### config.mk
export PLATFORM = sky130hd
export DESIGN_NAME = rot_btn_ctl_flat
export DESIGN_NICKNAME = d
export VERILOG_FILES = /design/src/rtl/rot_btn_ctl_if.sv /design/src/rtl/rot_btn_ctl.sv /design/src/flat_wrapper.sv
export SDC_FILE = /design/constraint.sdc
export NUM_CORES = 1
export LEC_CHECK = 0
export BUFFER_PORTS_ARGS = -buffer_cell sky130_fd_sc_hd__buf_4
export CAP_MARGIN = 20
export CORE_MARGIN = 2
export CORE_UTILIZATION = 35
export CTS_CLUSTER_DIAMETER = 30
export DETAILED_ROUTE_END_ITERATION = 8
export SYNTH_ARGS = -nofsm -noshare
export SYNTH_HDL_FRONTEND = slang
export SYNTH_SLANG_ARGS = --single-unit
### constraint.sdc
create_clock -name clk -period 9.6 [get_ports clk]
set_input_delay 1.92 -clock clk [delete_from_list [all_inputs] [get_ports clk]]
set_output_delay 1.92 -clock clk [all_outputs]
set_load 0.005 [all_outputs]
### src/rtl/rot_btn_ctl_if.sv
// rtl/rot_btn_ctl_if.sv - button inputs and run/direction control outputs of rot_btn_ctl
interface rot_btn_ctl_if;
   logic btn_en_raw;
   logic btn_dir_raw;
   logic en;
   logic cw;
   logic en_press;
   logic dir_press;

   modport master (
      output btn_en_raw,
      output btn_dir_raw,
      input  en,
      input  cw,
      input  en_press,
      input  dir_press
   );

   modport slave (
      input  btn_en_raw,
      input  btn_dir_raw,
      output en,
      output cw,
      output en_press,
      output dir_press
   );
endinterface

### src/rtl/rot_btn_ctl.sv
// rtl/rot_btn_ctl.sv - synchronise and debounce two pushbuttons into run/direction levels and press strobes
// Channel 0 is the run/pause button (en), channel 1 the direction button (cw).
module rot_btn_ctl #(
   parameter int unsigned DB_CYCLES = 2000000,
   parameter logic        EN_INIT   = 1'b0,
   parameter logic        CW_INIT   = 1'b1
) (
   input  logic         clk,
   input  logic         rst_n,
   rot_btn_ctl_if.slave bus
);
   localparam int unsigned      CNT_W    = $clog2(DB_CYCLES);
   localparam logic [CNT_W-1:0] CNT_MAX  = CNT_W'(DB_CYCLES - 1);
   localparam logic [1:0]       LVL_INIT = {CW_INIT, EN_INIT};

   typedef enum logic [1:0] {
      ZERO  = 2'd0,
      WAIT1 = 2'd1,
      ONE   = 2'd2,
      WAIT0 = 2'd3
   } state_t;

   logic [1:0]       w_raw;
   logic [1:0]       r_s1;
   logic [1:0]       r_s2;
   logic [1:0]       r_press;
   logic [1:0]       r_lvl;
   state_t           r_state [2];
   logic [CNT_W-1:0] r_cnt   [2];

   assign w_raw = {bus.btn_dir_raw, bus.btn_en_raw};

   always_ff @(posedge clk) begin
      for (int g = 0; g < 2; g++) begin
         if (!rst_n) begin
            r_s1[g]    <= 1'b0;
            r_s2[g]    <= 1'b0;
            r_state[g] <= ZERO;
            r_cnt[g]   <= '0;
            r_press[g] <= 1'b0;
            r_lvl[g]   <= LVL_INIT[g];
         end else begin
            r_s1[g]    <= w_raw[g];
            r_s2[g]    <= r_s1[g];
            r_press[g] <= 1'b0;
            case (r_state[g])
               ZERO: begin
                  if (r_s2[g]) begin
                     r_state[g] <= WAIT1;
                     r_cnt[g]   <= '0;
                  end
               end
               WAIT1: begin
                  if (!r_s2[g]) begin
                     r_state[g] <= ZERO;
                     r_cnt[g]   <= '0;
                  end else if (r_cnt[g] == CNT_MAX) begin
                     // Accepted press: strobe and level toggle land on the same edge.
                     r_state[g] <= ONE;
                     r_press[g] <= 1'b1;
                     r_lvl[g]   <= ~r_lvl[g];
                  end else begin
                     r_cnt[g] <= r_cnt[g] + CNT_W'(1);
                  end
               end
               ONE: begin
                  if (!r_s2[g]) begin
                     r_state[g] <= WAIT0;
                     r_cnt[g]   <= '0;
                  end
               end
               WAIT0: begin
                  if (r_s2[g]) begin
                     r_state[g] <= ONE;
                  end else if (r_cnt[g] == CNT_MAX) begin
                     r_state[g] <= ZERO;
                  end else begin
                     r_cnt[g] <= r_cnt[g] + CNT_W'(1);
                  end
               end
               default: begin
                  r_state[g] <= ZERO;
                  r_cnt[g]   <= '0;
               end
            endcase
         end
      end
   end

   assign bus.en        = r_lvl[0];
   assign bus.cw        = r_lvl[1];
   assign bus.en_press  = r_press[0];
   assign bus.dir_press = r_press[1];
endmodule
### src/flat_wrapper.sv
// flat-port wrapper written by rule: the top's interface ports become plain ports
module rot_btn_ctl_flat 
#(
   parameter int unsigned DB_CYCLES = 2000000,
   parameter logic        EN_INIT   = 1'b0,
   parameter logic        CW_INIT   = 1'b1
)
  (clk, rst_n, bus_btn_en_raw, bus_btn_dir_raw, bus_en, bus_cw, bus_en_press, bus_dir_press);
  rot_btn_ctl_if bus_i ();
  input  logic clk;
  input  logic rst_n;
  input wire logic [$bits(bus_i.btn_en_raw)-1:0] bus_btn_en_raw;
  input wire logic [$bits(bus_i.btn_dir_raw)-1:0] bus_btn_dir_raw;
  output wire logic [$bits(bus_i.en)-1:0] bus_en;
  output wire logic [$bits(bus_i.cw)-1:0] bus_cw;
  output wire logic [$bits(bus_i.en_press)-1:0] bus_en_press;
  output wire logic [$bits(bus_i.dir_press)-1:0] bus_dir_press;
  assign bus_i.btn_en_raw = bus_btn_en_raw;
  assign bus_i.btn_dir_raw = bus_btn_dir_raw;
  assign bus_en = bus_i.en;
  assign bus_cw = bus_i.cw;
  assign bus_en_press = bus_i.en_press;
  assign bus_dir_press = bus_i.dir_press;
  rot_btn_ctl #(.DB_CYCLES(DB_CYCLES), .EN_INIT(EN_INIT), .CW_INIT(CW_INIT)) u_core (.clk(clk), .rst_n(rst_n), .bus(bus_i));
endmodule
# Yosys cells after proc, flatten, opt, wreduce, memory -nomap -nowiden
# Memories as Yosys holds them, arrays and structs flattened.
# Cells that the tools add are included.
# word_totals
regBits	8
ram_bits	46
in_bits	4
output_inout_bits	4
mem_count	2
# op_classes
add_sub_neg	2
n_eq_ne	8
muxes	87
bitwise_logic	24
reduce_logical	4
# mem_list
memory	depth	width	read_ports	rd_ports_with_merged_regs	write_ports	line_no	rtl
u_core.r_cnt	2	21	2	0	2	rot_btn_ctl.sv:29	logic [CNT_W-1:0] r_cnt [2];
u_core.r_state	2	2	2	0	2	rot_btn_ctl.sv:28	state_t r_state [2];
# op_table
op	count
2-to-1 mux 21 bit	10
2-to-1 mux 1 bit	65
adder 21 x 1 -> 21 bit, second input constant	2
== test 21 bit, second input constant	2
2-to-1 mux 2 bit	12
bitwise OR 1 bit	22
== test 2 bit, second input constant	4
AND reduction 3 bit	2
== test 2 x 1 -> 1 bit, second input constant	2
logical NOT 2 bit	2
inverter 1 bit	2

# Logic depth before layout (Yosys ltp)
# Gate-level depths: netlist of run 1.
# logic_depth
ltp_word	10
depth_mapped	8
ltp_nobuf	5

# Least setup slack after synthesis of run 1
# No wires, ideal clock.
# synth_path
path_kind	input-to-reg
from	input rst_n
to	memory u_core.r_cnt[0][0] (netlist name) (enable)
setup_time_ns	0.525
arrival_ns	3.068
t_required_ns	9.075
path_slack_ns	6.007
cell_stages	3
n_path_buf	2
path_cell_list	clkbuf_1 -> clkbuf_1 -> o21ai_0
# synth_lines
item	line_no	rtl
start, declared	flat_wrapper.sv:11	input logic rst_n;
end, declared	rot_btn_ctl.sv:29	

==> out/summary.txt, run 1 <==
Die Wd -> 96.4 µm
Root Buffer -> clkbuf_8
CTS tree -> done
Area contributors post-synth -> edfxtp_1, xor2_1, dfxtp_1, nor2_1, nand3_1
wire length per cell -> 14.1 µm
Overall Power -> 0.757 mW
Max transition margin -> 0.586
Filler cells -> 811
dpl ws -> 6.43 ns
maximum buffer depth of the clock tree -> 2
power per standard cell area -> 230 nW/µm²
CTS Buf Count -> 5
Port Buffer Count -> 7
clk_lat worst skew -> 0.31 ns
synth unique cells -> 41
routability congestion estimate -> 0.770
critical path's slowest cell -> a21o_1
Worst-path clk slew -> 0.10 ns
Max Cap Viol -> 0
post-synth top area share -> 0.463
synth-to-layout area growth -> 10.0%
CTS H-tree lvls -> 2
status -> finished, final reports clean
Synth Register Bits -> 54
grt ovf -> 0
fin crit share -> 0.295
CP max stage delay -> 0.51 ns
area of the mapped netlist -> 2990 µm²
Setup TNS -> 0 ns
count leader, synth -> edfxtp_1
ant diodes -> 0
CP Launch Type -> primary input
die area -> 9290 µm²
largest net degree at the start of global routing -> 22
Hold Vio Cnt, Final -> 0
postcts setup bufs -> 0
number of global-route vias before repair -> 1868
ordered cell list for the critical path -> buf_4 > nand3_1 > a21o_1 > a21oi_1
Finished Core Util -> 0.398
VDD IR-drop max -> 79.7 µV
RSZ-0062 raised after global routing -> no
Routed Antenna Nets -> 0
post-CTS sizing -> 0
Placed Cells -> 381
placed inst area -> 3120 µm²
ys async rst share -> 0
Worst EP required -> 9.64 ns
Top FF cell, synth -> edfxtp_1
# rows -> 33
hpwl dp -> 3580 µm
leakage -> 1.11 nW
average vias per placed instance -> 5.41
drt total wl -> 5520 µm
post-route cell area -> 3290 µm²
worst clock skew -> 0.00904 ns
Gate Count Post-Synth -> 283
register area share after synthesis -> 0.516
Synth warnings -> 0
CTS Sinks -> 54
Worst Path Buf+Inv -> 1
Post-Syn Nets -> 289
final hold slack -> 0.454 ns
worst setup margin -> 6.77 ns
TritonRoute pass-1 iters -> 4
# IOs -> 8
DRC Markers -> 0
Vias -> 2115
Critical Path Sink Type -> flop
hold_buf cts -> 0
1st-iter DRT viols -> 110
Total GRT Usage -> 0.126
Final Non-Filler Cells -> 391
core area -> 8260 µm²
Initial Util -> 0.362
Fmax -> 353 MHz
Slew Limit Fails -> 0
Tmin final -> 2.83 ns
Worst Hold Class -> flop to flop
WP data arrival -> 2.88 ns
area leader, netlist -> edfxtp_1
actual slew at the worst max-slew pin -> 0.621 ns
CP Max Fanout -> 19
Die H -> 96.4 µm
synth cell count leaders -> edfxtp_1, nor2_1, xor2_1
Final Setup Violations -> 0
global-route wire length before repair -> 9070 µm
initial antenna violation count -> 0
share of layout cells above drive strength 1 -> 0.0874
synthesized area per cell -> 10.6 µm²
Crit Path Class -> primary input to flop
final net count -> 291
CP top delay family -> compound AO/OA/AOI/OAI gates
EDFF count, synth -> 46
==> path summary, 6_finish.rpt <==
| kind | startpoint | to | slack [ns] | cells past startpoint |
|---|---|---|---|---|
| worst max register to register | u_core.r_cnt[0][0] | u_core.r_cnt[0][14] | 7.34 | 6 |
| worst max-delay path | rst_n | u_core.r_cnt[1][20] | 6.77 | 4 |
| worst min register to register | u_core.r_s1[1] | u_core.r_s2[1] | 0.45 | 1 |
| worst min-delay path | u_core.r_s1[1] | u_core.r_s2[1] | 0.45 | 1 |
==> state kept, by name, indices dropped and copies added, names as in the netlist <==
signal and flops:
u_core.r_cnt 42, u_core.r_state 4, u_core.r_lvl 2, u_core.r_press 2, u_core.r_s1 2, u_core.r_s2 2
==> layout by cell type, fill, tap and decap left out, types with 9 or more instances in the layout <==
| cell | n |
|---|---|
| o21ai_0 | 12 |
| and2_1 | 10 |
| nand3_1 | 19 |
| nor2_1 | 33 |
| edfxtp_1 | 46 |
| nand4_1 | 10 |
| and4_1 | 9 |
| xor2_1 | 25 |
| a21oi_1 | 14 |
| nand2_1 | 13 |
==> layer usage <==
metal / up-vias / track usage / wire length [µm]
li1: 1061 / - / -
met4: 0 / 0.0423 / 80
met5: - / 0 / 0
met3: 6 / 0.0279 / 126
met2: 21 / 0.187 / 2300
met1: 1027 / 0.183 / 3020
==> kinds of logic (layout without fill, tap and decap cells) <==
kind of cell / count (synthesis) / after routing / synth area share
AOI/OAI and AO/OA: 45 / 45 / 0.0922
xor gates and xnor gates: 28 / 28 / 0.0821
adders and majority gates: 2 / 2 / 0.00838
buffers and inverters: 19 / 22 / 0.0277
DFF: 54 / 54 / 0.516
and+or+nand+nor: 135 / 135 / 0.274
==> power by group <==
| part | total [mW] | switching [mW] | internal [mW] | leakage, nW |
|---|---|---|---|---|
| Combinational | 0.147 | 0.0798 | 0.0674 | 0.467 |
| Sequential | 0.430 | 0.0879 | 0.342 | 0.577 |
| Clock | 0.179 | 0.0786 | 0.101 | 0.0696 |
==> layout make-up <==
type | count | area, µm² | area share
sequential | 54 | 1540 | 0.469
tap | 105 | 131 | 0.0400
multi-input combinational | 210 | 1370 | 0.417
inverter | 4 | 15.0 | 0.00457
clock buffer | 7 | 108 | 0.0327
timing repair buffer | 10 | 90.1 | 0.0274
clock inverter | 1 | 30.0 | 0.00914
(Power assumes the default switching activity.)
==> run 2, diff against run 1 <==
--- a/config.mk
+++ b/config.mk
@@ -5,6 +5,7 @@
 export SDC_FILE = /design/constraint.sdc
 export NUM_CORES = 1
 export LEC_CHECK = 0
+export ABC_AREA = 1
 export BUFFER_PORTS_ARGS = -buffer_cell sky130_fd_sc_hd__buf_4
 export CAP_MARGIN = 20
 export CORE_MARGIN = 2
==> constraint.sdc (replaced) <==
create_clock -name clk -period 2.6 [get_ports clk]
set_input_delay 0.52 -clock clk [delete_from_list [all_inputs] [get_ports clk]]
set_output_delay 0.52 -clock clk [all_outputs]
set_load 0.005 [all_outputs]
==> out/summary.txt, run 2 <==
drt total wl -> 6400 µm
Top Registers -> u_core.r_cnt: 42 flops, u_core.r_state: 4 flops
postcts setup bufs -> 0
Worst EP required -> 2.66 ns
initial antenna violation count -> 0
RSZ-0062 raised after global routing -> no
share of layout cells above drive strength 1 -> 0.120
leakage -> 1.36 nW
most common cell after layout, fill and taps aside -> nand2_1
critical path's slowest cell -> edfxtp_1
Routed Antenna Nets -> 0
CP max stage delay -> 0.47 ns
CTS H-tree lvls -> 2
Max transition margin -> 0.546
CP Launch Type -> flop
DRC Markers -> 0
power per standard cell area -> 556 nW/µm²
Finished Core Util -> 0.393
Max Cap Viol -> 0
synthesized area per cell -> 7.85 µm²
Setup TNS -> 0 ns
Synth warnings -> 0
count leader, synth -> nand2_1
synth cell count leaders -> nand2_1, nor2_1, edfxtp_1, inv_1, nand3_1
status -> finished, final reports clean
Total GRT Usage -> 0.136
largest net degree at the start of global routing -> 22
Gate Count Post-Synth -> 429
Top reg by flops -> u_core.r_cnt
hpwl dp -> 4800 µm
synth-to-layout area growth -> 8.40%
actual slew at the worst max-slew pin -> 0.678 ns
Die Wd -> 102 µm
EDFF count, synth -> 46
final net count -> 448
CP Max Fanout -> 19
global-route wire length before repair -> 11400 µm
wire length per cell -> 11.2 µm
area of the mapped netlist -> 3370 µm²
CTS Buf Count -> 5
die area -> 10400 µm²
Root Buffer -> clkbuf_8
ys async rst share -> 0
CP top delay family -> simple AND/OR/NAND/NOR gates
# rows -> 35
routability congestion estimate -> 0.853
# IOs -> 8
Critical Path Sink Type -> flop
1st-iter DRT viols -> 101
Initial Util -> 0.363
CTS tree -> done
ant diodes -> 0
Hold Vio Cnt, Final -> 0
Vias -> 2657
WP data arrival -> 2.05 ns
ordered cell list for the critical path -> ha_1 > nand2_2 > nor2_4 > nand2_2 > nor2_4 > nand2_1 > nand2_2 > buf_4 > nor2_1
Area contributors post-synth -> edfxtp_1, nand2_1, nor2_1, nand3_1, inv_1
worst clock skew -> 0.0112 ns
average vias per placed instance -> 4.65
synth unique cells -> 30
fin crit share -> 0.762
CTS Sinks -> 54
grt ovf -> 0
Fmax -> 505 MHz
VDD IR-drop max -> 297 µV
Die H -> 102 µm
post-CTS sizing -> 0
Post-Syn Nets -> 435
Slew Limit Fails -> 0
number of global-route vias before repair -> 2543
most frequent cells in the layout -> nand2_1, nor2_1, inv_1, edfxtp_1, nand3_1
hold_buf cts -> 0
register area share after synthesis -> 0.458
Tmin final -> 1.98 ns
clk_lat worst skew -> 0.31 ns
maximum buffer depth of the clock tree -> 2
Worst Hold Class -> primary input to flop
Synth Register Bits -> 54
Top FF cell, synth -> edfxtp_1
Port Buffer Count -> 7
Crit Path Class -> flop to flop
Worst Path Buf+Inv -> 1
Worst-path clk slew -> 0.10 ns
max reg flops -> 42
core area -> 9280 µm²
Final Setup Violations -> 0
TritonRoute pass-1 iters -> 4
most frequent CP cell -> nand2_2
post-synth top area share -> 0.410
area leader, netlist -> edfxtp_1
[run 2: kinds of logic after synthesis]
kind of cell / Yosys count / share of synthesized area
buffers and inverters: 54 / 0.0714
XOR/XNOR: 25 / 0.0651
adder cells (fa/ha/maj): 2 / 0.00743
AND/OR/NAND/NOR: 285 / 0.380
flip-flops: 54 / 0.458
AO/OA/AOI/OAI: 9 / 0.0182
[run 2: worst paths after layout]
kind	from	slack (ns)	endpoint	cells past startpoint
setup / recovery	u_core.r_cnt[0][0]	0.62	u_core.r_cnt[0][16]	9
setup reg to reg	u_core.r_cnt[0][0]	0.62	u_core.r_cnt[0][16]	9
hold reg to reg	u_core.r_s1[1]	0.42	u_core.r_s2[1]	2
hold / removal	bus_btn_dir_raw	0.40	u_core.r_s1[1]	3
[run 2: final cells by class]
| type | instances | area (µm²) |
|---|---|---|
| Fill cell | 995 | 5640 |
| Multi-Input combinational cell | 321 | 1580 |
| Sequential cell | 54 | 1540 |
| Inverter | 49 | 184 |
| Tap cell | 129 | 161 |
| Clock buffer | 6 | 82.6 |
| Timing Repair Buffer | 11 | 82.6 |
| Clock inverter | 2 | 12.5 |
[run 2: through the flow]
stage                     worst slack [ns]  cell area [µm²]  power (mW)  std cells  hold slack (ns)
final                                0.619             3650        2.03        572            0.398
after global routing                 0.482             3650        2.15        572            0.390
after CTS                            0.617             3650        2.05        572            0.393
after detailed placement             0.611             3550        1.55        564            0.398
after global placement               0.683             3550        1.55        564            0.394
after floorplan                      0.290             3370        1.46        429            0.390
[run 2: worst register-to-register path, stage by stage, from the launching register on]
cell	delay [ns]
edfxtp_1	0.47
ha_1	0.22
nand2_2	0.08
nor2_4	0.15
nand2_2	0.08
nor2_4	0.18
nand2_1	0.13
nand2_2	0.08
buf_4	0.25
nor2_1	0.09
[run 2: layer usage]
| layer | part of all wire | GRT usage |
|---|---|---|
| met5 | 0 | 0 |
| met4 | 0.0059 | 0.0287 |
| met3 | 0.024 | 0.0226 |
| met2 | 0.49 | 0.235 |
| met1 | 0.48 | 0.182 |
[run 2: where the power goes]
part,internal [mW],switching [mW],total (mW)
combinational,0.114,0.210,0.324
clock,0.215,0.277,0.492
sequential,1.08,0.134,1.21
total,1.41,0.621,2.03
==> run 3, diff against run 2 <==
==> constraint.sdc (replaced) <==
create_clock -name clk -period 1.78 [get_ports clk]
set_input_delay 0.356 -clock clk [delete_from_list [all_inputs] [get_ports clk]]
set_output_delay 0.356 -clock clk [all_outputs]
set_load 0.005 [all_outputs]
==> out/summary.txt, run 3 (synthesized netlist as in run 2, its figures left out) <==
share of layout cells above drive strength 1 -> 0.183
wire length per cell -> 11.8 µm
Die H -> 102 µm
Worst Hold Class -> primary input to flop
Fmax -> 589 MHz
hold_sp -> bus_btn_dir_raw
CTS Buf Count -> 5
power per standard cell area -> 786 nW/µm²
Die Wd -> 102 µm
largest net degree at the start of global routing -> 22
most common cell after layout, fill and taps aside -> nand2_1
Finished Core Util -> 0.423
# rows -> 35
routability congestion estimate -> 0.921
status -> finished, final reports clean
Initial Util -> 0.363
global-route wire length before repair -> 12600 µm
clk_lat worst skew -> 0.31 ns
maximum buffer depth of the clock tree -> 2
leakage -> 1.52 nW
Max Cap Viol -> 0
worst clock skew -> 0.0135 ns
R2R Path Start -> u_core.r_cnt[1][1]
actual slew at the worst max-slew pin -> 0.441 ns
critical path's slowest cell -> edfxtp_1
1st-iter DRT viols -> 136
Vias -> 2768
CTS tree -> done
CTS H-tree lvls -> 2
die area -> 10400 µm²
most frequent cells in the layout -> nand2_1, nor2_1, inv_1, edfxtp_1, nand3_1
Port Buffer Count -> 7
core area -> 9280 µm²
Slew Limit Fails -> 0
max reg flops -> 42
Hold EP -> u_core.r_s1[1]
Tmin final -> 1.70 ns
hpwl dp -> 5460 µm
Top Registers -> u_core.r_cnt: 42 flops, u_core.r_state: 4 flops
Total GRT Usage -> 0.151
Worst EP required -> 1.85 ns
VDD IR-drop max -> 356 µV
Hold Vio Cnt, Final -> 0
Critical Path Sink Type -> flop
DRC Markers -> 0
CP Max Fanout -> 10
synth-to-layout area growth -> 16.8%
Worst Path Buf+Inv -> 2
CTS Sinks -> 54
initial antenna violation count -> 0
Crit Path Class -> flop to flop
average vias per placed instance -> 4.63
Final Setup Violations -> 0
final net count -> 474
Worst Hold Depth -> 3
Overall Power -> 3.09 mW
CP Launch Type -> flop
Max transition margin -> 0.705
RSZ-0062 raised after global routing -> yes
r2r worst-path depth -> 9
Root Buffer -> clkbuf_8
grt ovf -> 0
CP max stage delay -> 0.42 ns
Worst-path clk slew -> 0.09 ns
Top reg by flops -> u_core.r_cnt
worst r2r dst -> u_core.r_cnt[1][9]
# IOs -> 8
TritonRoute pass-1 iters -> 4
ant diodes -> 0
Routed Antenna Nets -> 0
fin crit share -> 0.954
worst setup margin -> 0.0812 ns
WP data arrival -> 1.76 ns
number of global-route vias before repair -> 2732
R2R Setup Slk -> 0.08 ns
drt total wl -> 7080 µm
CP top delay family -> simple AND/OR/NAND/NOR gates
hold_buf cts -> 0
dpl ws -> 0.0332 ns
ordered cell list for the critical path -> ha_4 > inv_4 > nor2_8 > nand3_4 > nor2_4 > nand2_4 > nand2_2 > nand4_1 > buf_6
run 3: cell type report:
| class | instances | area (µm²) |
|---|---|---|
| Timing Repair Buffer | 37 | 305 |
| Inverter | 49 | 186 |
| Clock inverter | 1 | 5.00 |
| Multi-Input combinational cell | 321 | 1650 |
| Clock buffer | 7 | 86.3 |
| Sequential cell | 54 | 1540 |
| Tap cell | 129 | 161 |
| Fill cell | 996 | 5350 |
run 3: worst max path at each step:
stage                             startpoint                  end  slack [ns]  depth (start not counted)
final                     u_core.r_cnt[1][1]   u_core.r_cnt[1][9]        0.08                          9
after global routing      u_core.r_cnt[1][1]   u_core.r_cnt[1][5]       -0.02                          9
after CTS                 u_core.r_cnt[1][1]   u_core.r_cnt[1][7]        0.06                          9
after detailed placement               rst_n  u_core.r_cnt[1][11]        0.03                          8
after global placement                 rst_n  u_core.r_cnt[1][19]        0.08                          8
after floorplan           u_core.r_cnt[1][0]   u_core.r_cnt[1][0]       -0.44                          8
run 3: routing by layer:
| layer | vias to the layer above | share of wire | GRT usage |
|---|---|---|---|
| met4 | 0 | 0.010 | 0.0482 |
| met5 | - | 0 | 0 |
| li1 | 1445 | - | - |
| met1 | 1277 | 0.47 | 0.198 |
| met2 | 38 | 0.50 | 0.256 |
| met3 | 8 | 0.026 | 0.0260 |
run 3: through the flow:
step | instance area (µm²) | TNS [ns] | hold slack, ns | cells
2_1_floorplan | 3390 | -9.15 | 0.390 | 429
3_3_place_gp | 3740 | 0 | 0.395 | 584
3_5_place_dp | 3740 | 0 | 0.403 | 584
4_1_cts | 3830 | 0 | 0.208 | 592
5_1_grt | 3930 | -0.262 | 0.231 | 598
6_report | 3930 | 0 | 0.227 | 598
run 3: power breakdown:
part           total [mW]  internal, mW  switching (mW)
Clock               0.705         0.315           0.390
Combinational       0.654         0.262           0.392
Sequential           1.73          1.57           0.157
run 3: timing repair:
action                     in CTS  in global routing
setup endpoints to repair       0                 51
resized for setup               0                 14
setup buffers                   0                  6
run 3: worst register-to-register path: stages, from the launching register on:
cell and delay, ns:
edfxtp_1 0.42, ha_4 0.18, inv_4 0.05, nor2_8 0.14, nand3_4 0.09, nor2_4 0.12
nand2_4 0.08, nand2_2 0.06, nand4_1 0.14, buf_6 0.19
